`src/rtl/ripple_carry_adder_structural_pkg.sv`:
```
// Shared width defaults for the ripple-carry and carry-select adders
// and their benches.
package ripple_carry_adder_structural_pkg;

  localparam int IWL_DEF = 4;
  localparam int OWL_DEF = 5;

endpackage

```
`src/rtl/ripple_carry_adder_structural_if.sv`:
```
// Operand/result bundle of the registered ripple-carry adder.
// The master drives operands; the slave returns sum and carry.
interface ripple_carry_adder_structural_if
  import ripple_carry_adder_structural_pkg::*;
#(
  parameter int IWL = IWL_DEF,
  parameter int OWL = OWL_DEF
);

  logic [IWL-1:0] a;
  logic [IWL-1:0] b;
  logic [OWL-1:0] s;
  logic           cout;

  modport master (
    output a,
    output b,
    input  s,
    input  cout
  );

  modport slave (
    input  a,
    input  b,
    output s,
    output cout
  );

endinterface

```
`src/rtl/ripple_carry_adder_structural_full_adder.sv`:
```
// Single-bit full adder, gate-level expressions only.
// This is the cell the ripple chain is built from.
module full_adder (
  input  logic a,
  input  logic b,
  input  logic cin,
  output logic s,
  output logic cout
);

  logic p;

  assign p    = a ^ b;
  assign s    = p ^ cin;
  assign cout = (a & b) | (cin & p);

endmodule

```
`src/rtl/ripple_carry_adder_structural.sv`:
```
// Unsigned ripple-carry adder built from a chain of full_adder
// cells, with a registered sum and carry-out.
module ripple_carry_adder_structural
  import ripple_carry_adder_structural_pkg::*;
#(
  parameter int IWL = IWL_DEF,
  parameter int OWL = OWL_DEF
) (
  input  logic clk,
  input  logic rst_n,
  ripple_carry_adder_structural_if.slave bus
);

  if (OWL < IWL || IWL < 1) begin : g_bad_cfg
    $error("ripple_carry_adder_structural: need IWL >= 1 and OWL >= IWL");
  end

  logic [IWL:0]   c;
  logic [IWL-1:0] t;
  logic [OWL-1:0] s_next;

  assign c[0] = 1'b0;

  for (genvar i = 0; i < IWL; i++) begin : g_fa
    full_adder u_fa (
      .a    (bus.a[i]),
      .b    (bus.b[i]),
      .cin  (c[i]),
      .s    (t[i]),
      .cout (c[i+1])
    );
  end

  // With OWL == IWL the carry is dropped from s and survives on cout only.
  if (OWL == IWL) begin : g_trunc
    assign s_next = t;
  end else if (OWL == IWL + 1) begin : g_exact
    assign s_next = {c[IWL], t};
  end else begin : g_zext
    assign s_next = {{(OWL-IWL-1){1'b0}}, c[IWL], t};
  end

  always_ff @(posedge clk or negedge rst_n) begin
    if (!rst_n) begin
      bus.s    <= '0;
      bus.cout <= 1'b0;
    end else begin
      bus.s    <= s_next;
      bus.cout <= c[IWL];
    end
  end

endmodule

```
`src/flat_wrapper.sv`:
```
// flat-port wrapper written by rule: the top's interface ports become plain ports
module ripple_carry_adder_structural_flat import ripple_carry_adder_structural_pkg::*;
#(
  parameter int IWL = IWL_DEF,
  parameter int OWL = OWL_DEF
)
  (clk, rst_n, bus_a, bus_b, bus_s, bus_cout);
  ripple_carry_adder_structural_if #(.IWL(IWL), .OWL(OWL)) bus_i ();
  input  logic clk;
  input  logic rst_n;
  input wire logic [$bits(bus_i.a)-1:0] bus_a;
  input wire logic [$bits(bus_i.b)-1:0] bus_b;
  output wire logic [$bits(bus_i.s)-1:0] bus_s;
  output wire logic [$bits(bus_i.cout)-1:0] bus_cout;
  assign bus_i.a = bus_a;
  assign bus_i.b = bus_b;
  assign bus_s = bus_i.s;
  assign bus_cout = bus_i.cout;
  ripple_carry_adder_structural #(.IWL(IWL), .OWL(OWL)) u_core (.clk(clk), .rst_n(rst_n), .bus(bus_i));
endmodule
```
`config.mk`:
```
export PLATFORM = sky130hd
export DESIGN_NAME = ripple_carry_adder_structural_flat
export DESIGN_NICKNAME = d
export VERILOG_FILES = /design/src/rtl/ripple_carry_adder_structural_pkg.sv /design/src/rtl/ripple_carry_adder_structural_if.sv /design/src/rtl/ripple_carry_adder_structural_full_adder.sv /design/src/rtl/ripple_carry_adder_structural.sv /design/src/flat_wrapper.sv
export SDC_FILE = /design/constraint.sdc
export NUM_CORES = 1
export LEC_CHECK = 0
export BUFFER_PORTS_ARGS = -buffer_cell sky130_fd_sc_hd__buf_4
export CAP_MARGIN = 15
export CORE_AREA = 2 2 39 41
export CTS_CLUSTER_SIZE = 24
export DETAILED_ROUTE_END_ITERATION = 8
export DIE_AREA = 0 0 41 43
export PLACE_DENSITY = 0.47
export SLEW_MARGIN = 20
export SYNTH_ARGS = -nofsm -noshare
export SYNTH_HDL_FRONTEND = slang
export SYNTH_HIERARCHICAL = 1
export SYNTH_SLANG_ARGS = --single-unit
```
`constraint.sdc`:
```
create_clock -name clk -period 0.8 [get_ports clk]
set_input_delay 0.08 -clock clk [delete_from_list [all_inputs] [get_ports clk]]
set_output_delay 0.08 -clock clk [all_outputs]
set_load 0.01 [all_outputs]
```
Word level (Yosys, flattened, before mapping):

Index checks and enable logic that the tools add are counted.

* register bits after elaboration: 6
* word-level logic and storage cells: 19

* bitwise operators: 17

Operators by type and width (count)
* 1-bit AND: 7
* 1-bit XOR: 7
* 1-bit bitwise OR: 3

Longest topological paths before layout:

* word-level depth: 7
* depth in mapped cells: 4
* gate-level depth less buffers: 4

Hierarchy:

The synthesis kept the hierarchy.

Modules (own cells, without submodules)
* ripple_carry_adder_structural: times used 1, cells an instance 7, area an instance 136.4 µm², seq. area each 125.1 µm²
* full_adder: times used 4, cells an instance 1, area an instance 20.0 µm², seq. area each 0.0 µm²

Worst setup path after synthesis:

No wires, ideal clock.

* path type: input -> register
* from: input bus_a[0]
* to: register u_core.bus.s[3]
* arrival time: 1.676 ns
* required time: 0.664 ns
* slack: -1.011 ns
* cell stages on the path: 4
* buffers on the path: 0
* cell sequence: fa_1 fa_1 fa_1 fa_1

* longest elaborated chain between the ends: 6

Ends and longest elaborated chain
* start, declared: RTL line flat_wrapper.sv:11 `input wire logic [$bits(bus_i.a)-1:0] bus_a;`
* 1-bit AND (2 in a row): RTL line ripple_carry_adder_structural_full_adder.sv:15 `assign cout = (a & b) | (cin & p);`
* 1-bit bitwise OR: RTL line ripple_carry_adder_structural_full_adder.sv:15
* via u_core.c[2]: RTL line ripple_carry_adder_structural.sv:18 `logic [IWL:0] c;`
* 1-bit AND: RTL line ripple_carry_adder_structural_full_adder.sv:15
* 1-bit bitwise OR: RTL line ripple_carry_adder_structural_full_adder.sv:15
* via u_core.c[3]: RTL line ripple_carry_adder_structural.sv:18
* 1-bit XOR: RTL line ripple_carry_adder_structural_full_adder.sv:14 `assign s = p ^ cin;`
* via u_core.s_next[3]: RTL line ripple_carry_adder_structural.sv:20 `logic [OWL-1:0] s_next;`
* end signal, assigned: RTL line ripple_carry_adder_structural.sv:48 `bus.s <= s_next;`
* end, declared: RTL line ripple_carry_adder_structural_if.sv:25 `output s,`

The timed path passes the listed nets, and every way through them passes these cells.

Worst setup path after layout:

* from: input bus_a[0]
* to: register u_core.bus.s[3]

* longest elaborated chain between the ends: 6

Ends and longest elaborated chain (RTL line)
* 1-bit AND: ripple_carry_adder_structural_full_adder.sv:15
* via u_core.c[1]: ripple_carry_adder_structural.sv:18
* 1-bit AND: ripple_carry_adder_structural_full_adder.sv:15
* 1-bit bitwise OR: ripple_carry_adder_structural_full_adder.sv:15
* via u_core.c[2]: ripple_carry_adder_structural.sv:18
* 1-bit AND: ripple_carry_adder_structural_full_adder.sv:15
* 1-bit bitwise OR: ripple_carry_adder_structural_full_adder.sv:15
* via u_core.c[3]: ripple_carry_adder_structural.sv:18
* 1-bit XOR: ripple_carry_adder_structural_full_adder.sv:14
* via u_core.s_next[3]: ripple_carry_adder_structural.sv:20

The timed path passes the listed nets, and every way through them passes these cells.

==> impl_metrics.toml <==
[run_status]
outcome = "finished with violations"
failed_checks = "setup timing"

[timing]
final_min_period_over_clock_period_pct = 199
setup_slack_after_layout_ps = -794
final-max-slew-violation-count = 0
setup_total_negative_slack_ps = -2080
final.hold.worst_slack_ps = 136
period_minus_slack_ps = 1590
timing.final.hold_violations = 0
grt_setup_unrepaired = "yes"
fmax_mhz = 628
timing.final.setup_violations = 9

[yosys]
synth_nets = 25
synth_area_leader_cell = "sky130_fd_sc_hd__dfrtp_1"
synth-seq-area-share_pct = 57.8
mappedNetlistArea_um2 = 216
ys_seq_elements = 5
synth.lib_cells_used.distinct = 4
count_of_synthesis_stage_warnings_from_yosys = 6
top_cells_by_area_synth = "sky130_fd_sc_hd__dfrtp_1 (58%), sky130_fd_sc_hd__fa_1 (37%), sky130_fd_sc_hd__buf_4 (3.5%)"
postSynthAreaPerCell_um2 = 19.7
synthCells = 11
synth_top_area_share_pct = 57.8

[clock_tree]
clock_transition_at_the_registers_of_the_reported_paths_ps = 40
cts.root.buffer_cell = "sky130_fd_sc_hd__clkbuf_4"
cts_setup_buffers = 0
cts.path.max_buffers = 2
cts_tree = "done"
cts_htree_levels = 1
count_of_clock_tree_sinks = 5
tritoncts.num_buffers = 3

[setup_path]
worst_setup_path_end_kind = "register"
cp_max_delay_cell = "sky130_fd_sc_hd__fa_2"
crit_path_frequent_cell = "sky130_fd_sc_hd__fa_2"
path_cells = "buf_6 -> fa_2 -> fa_2 -> fa_2 -> fa_2"
critPathArrivalTime_ps = 1770
cp.required_ps = 970
critical_path_class = "input port to register"
path_max_fanout = 1
crit_path_max_incr_delay_ps = 530
worstSetupStartpointType = "input port"

[power]
power.static_leakage_nw = 0.189
comb_power_share_pct = 26.9
seq_power_share_pct = 38.5
fin_total_pwr_uw = 821
worst_ir_drop_vdd_uv = 375
pwr_density_cell_nw_per_um2 = 1970
net-switching-power_uw = 195
clkPwrFrac_pct = 34.6
intPower_uw = 626
swShare_pct = 23.8

[floorplanning]
num_io_pins = 16
fp-row-count = 14
die_y_um = 43
dieArea_um2 = 1760
die_width_um = 41
start_util_pct = 15.6
core_um2 = 1380

[cells_and_area]
utilization_pct = 30.2
num_antenna_cells = 0
drive_gt1_share_pct = 73.3
finish.cell_count_without_fillers = 46
finalInstanceArea_um2 = 418
synthToLayoutAreaGrowth_pct = 93.1
nets_final = 45

[hold_path]
min-delay-path-class = "input port to register"
worstHoldPathCells = 2

[drt]
wl_per_cell_um = 9.46
dr.first_iter.drc_count = 0
routed-via-count = 160
drcViolationCount = 0
post_route_antenna_net_violation_count = 0
drt_pass1_iterations = 1
via_per_inst = 3.48
detail_route.wirelength_um = 435

[global_route]
antenna_violations_before_repair = 0
grt_pass1_wl_um = 641
grt_start_max_net_pins = 6
global_route_track_usage_on_met1_pct = 5.02
globalRouteMet2Util_pct = 8.75
all_layer_gr_usage_pct = 6.71
top_usage_layer = "met4"
grt_util_met3_pct = 4.19
first_global_vias = 159
grt_overflow_total = 0

[placed_design]
placement.cell_area_um2 = 349
gp_weighted_congestion = 0.594
port_buffers = 15
place_ws_ps = -1100
numPlacedInstances = 41

[flow_run]
drv.max_cap_violation_count = 0
-- power groups by stage --
| stage | clock, mW | combinational [mW] | sequential [mW] |
|---|---|---|---|
| 6_report | 0.284 | 0.221 | 0.316 |
| 5_1_grt | 0.333 | 0.248 | 0.318 |
| 4_1_cts | 0.295 | 0.228 | 0.318 |
| 3_5_place_dp | 0 | 0.193 | 0.312 |
| 3_3_place_gp | 0 | 0.184 | 0.309 |
| 2_1_floorplan | 0 | 0.0399 | 0.333 |
-- repair_timing --
item | in CTS | in global routing
resized for setup | 9 | 0
hold buffers | 1 | 0
hold endpoints to repair | 5 | 0
gates cloned | 0 | 0
setup endpoints to repair | 10 | 10
pin swaps | 1 | 0
-- per-layer routing --
metal	vias to the layer above	wire (µm)	share of wire [%]
met5	-	0	0
met4	0	19	4.4
met3	2	86	20
met2	18	208	48
met1	73	121	28
li1	67	-	-
-- sequential cells by signal (all words and copies together), names as in the netlist --
| signal | cells |
|---|---|
| u_core/bus.s | 4 |
| u_core/bus.cout | 1 |
-- layout by cell type, fill, tap and decap left out --
cell / instances
sky130_fd_sc_hd__buf_6: 8
sky130_fd_sc_hd__dfrtp_1: 5
sky130_fd_sc_hd__clkbuf_1: 1
sky130_fd_sc_hd__fa_2: 4
sky130_fd_sc_hd__buf_4: 7
sky130_fd_sc_hd__conb_1: 1
sky130_fd_sc_hd__dlygate4sd3_1: 1
sky130_fd_sc_hd__clkbuf_4: 3
-- synth_stat cells, drive strengths merged --
cell type  n
dfrtp      5
fa         4
buf        1
conb       1
-- layout make-up --
cell class | count | area, µm²
timing repair buffer | 16 | 153
fill | 143 | 966
sequential | 5 | 125
multi-input combinational | 5 | 93.8
clock buffer | 4 | 26.3
tap | 16 | 20.0
-- worst paths after layout --
check	from	endpoint	slack (ps)
setup / recovery	bus_a[0]	u_core/bus.s[3]	-790
max in group asynchronous	rst_n	u_core/bus.s[3]	520
hold / removal	bus_b[0]	u_core/bus.s[0]	140
min in group asynchronous	rst_n	u_core/bus.s[2]	180
-- kinds of logic after synthesis --
kind of cell,count (synthesis),synth area share [%]
fa+ha+maj,4,37.0
buf+inv,1,3.47
flops,5,57.8
other cells,1,1.73
-- critical path: cells and delay by family --
kind | cells | cell delay [ps]
buf+inv | 1 | 90
fa+ha+maj | 4 | 1590
No activity file was read; power rests on OpenSTA's default activity.
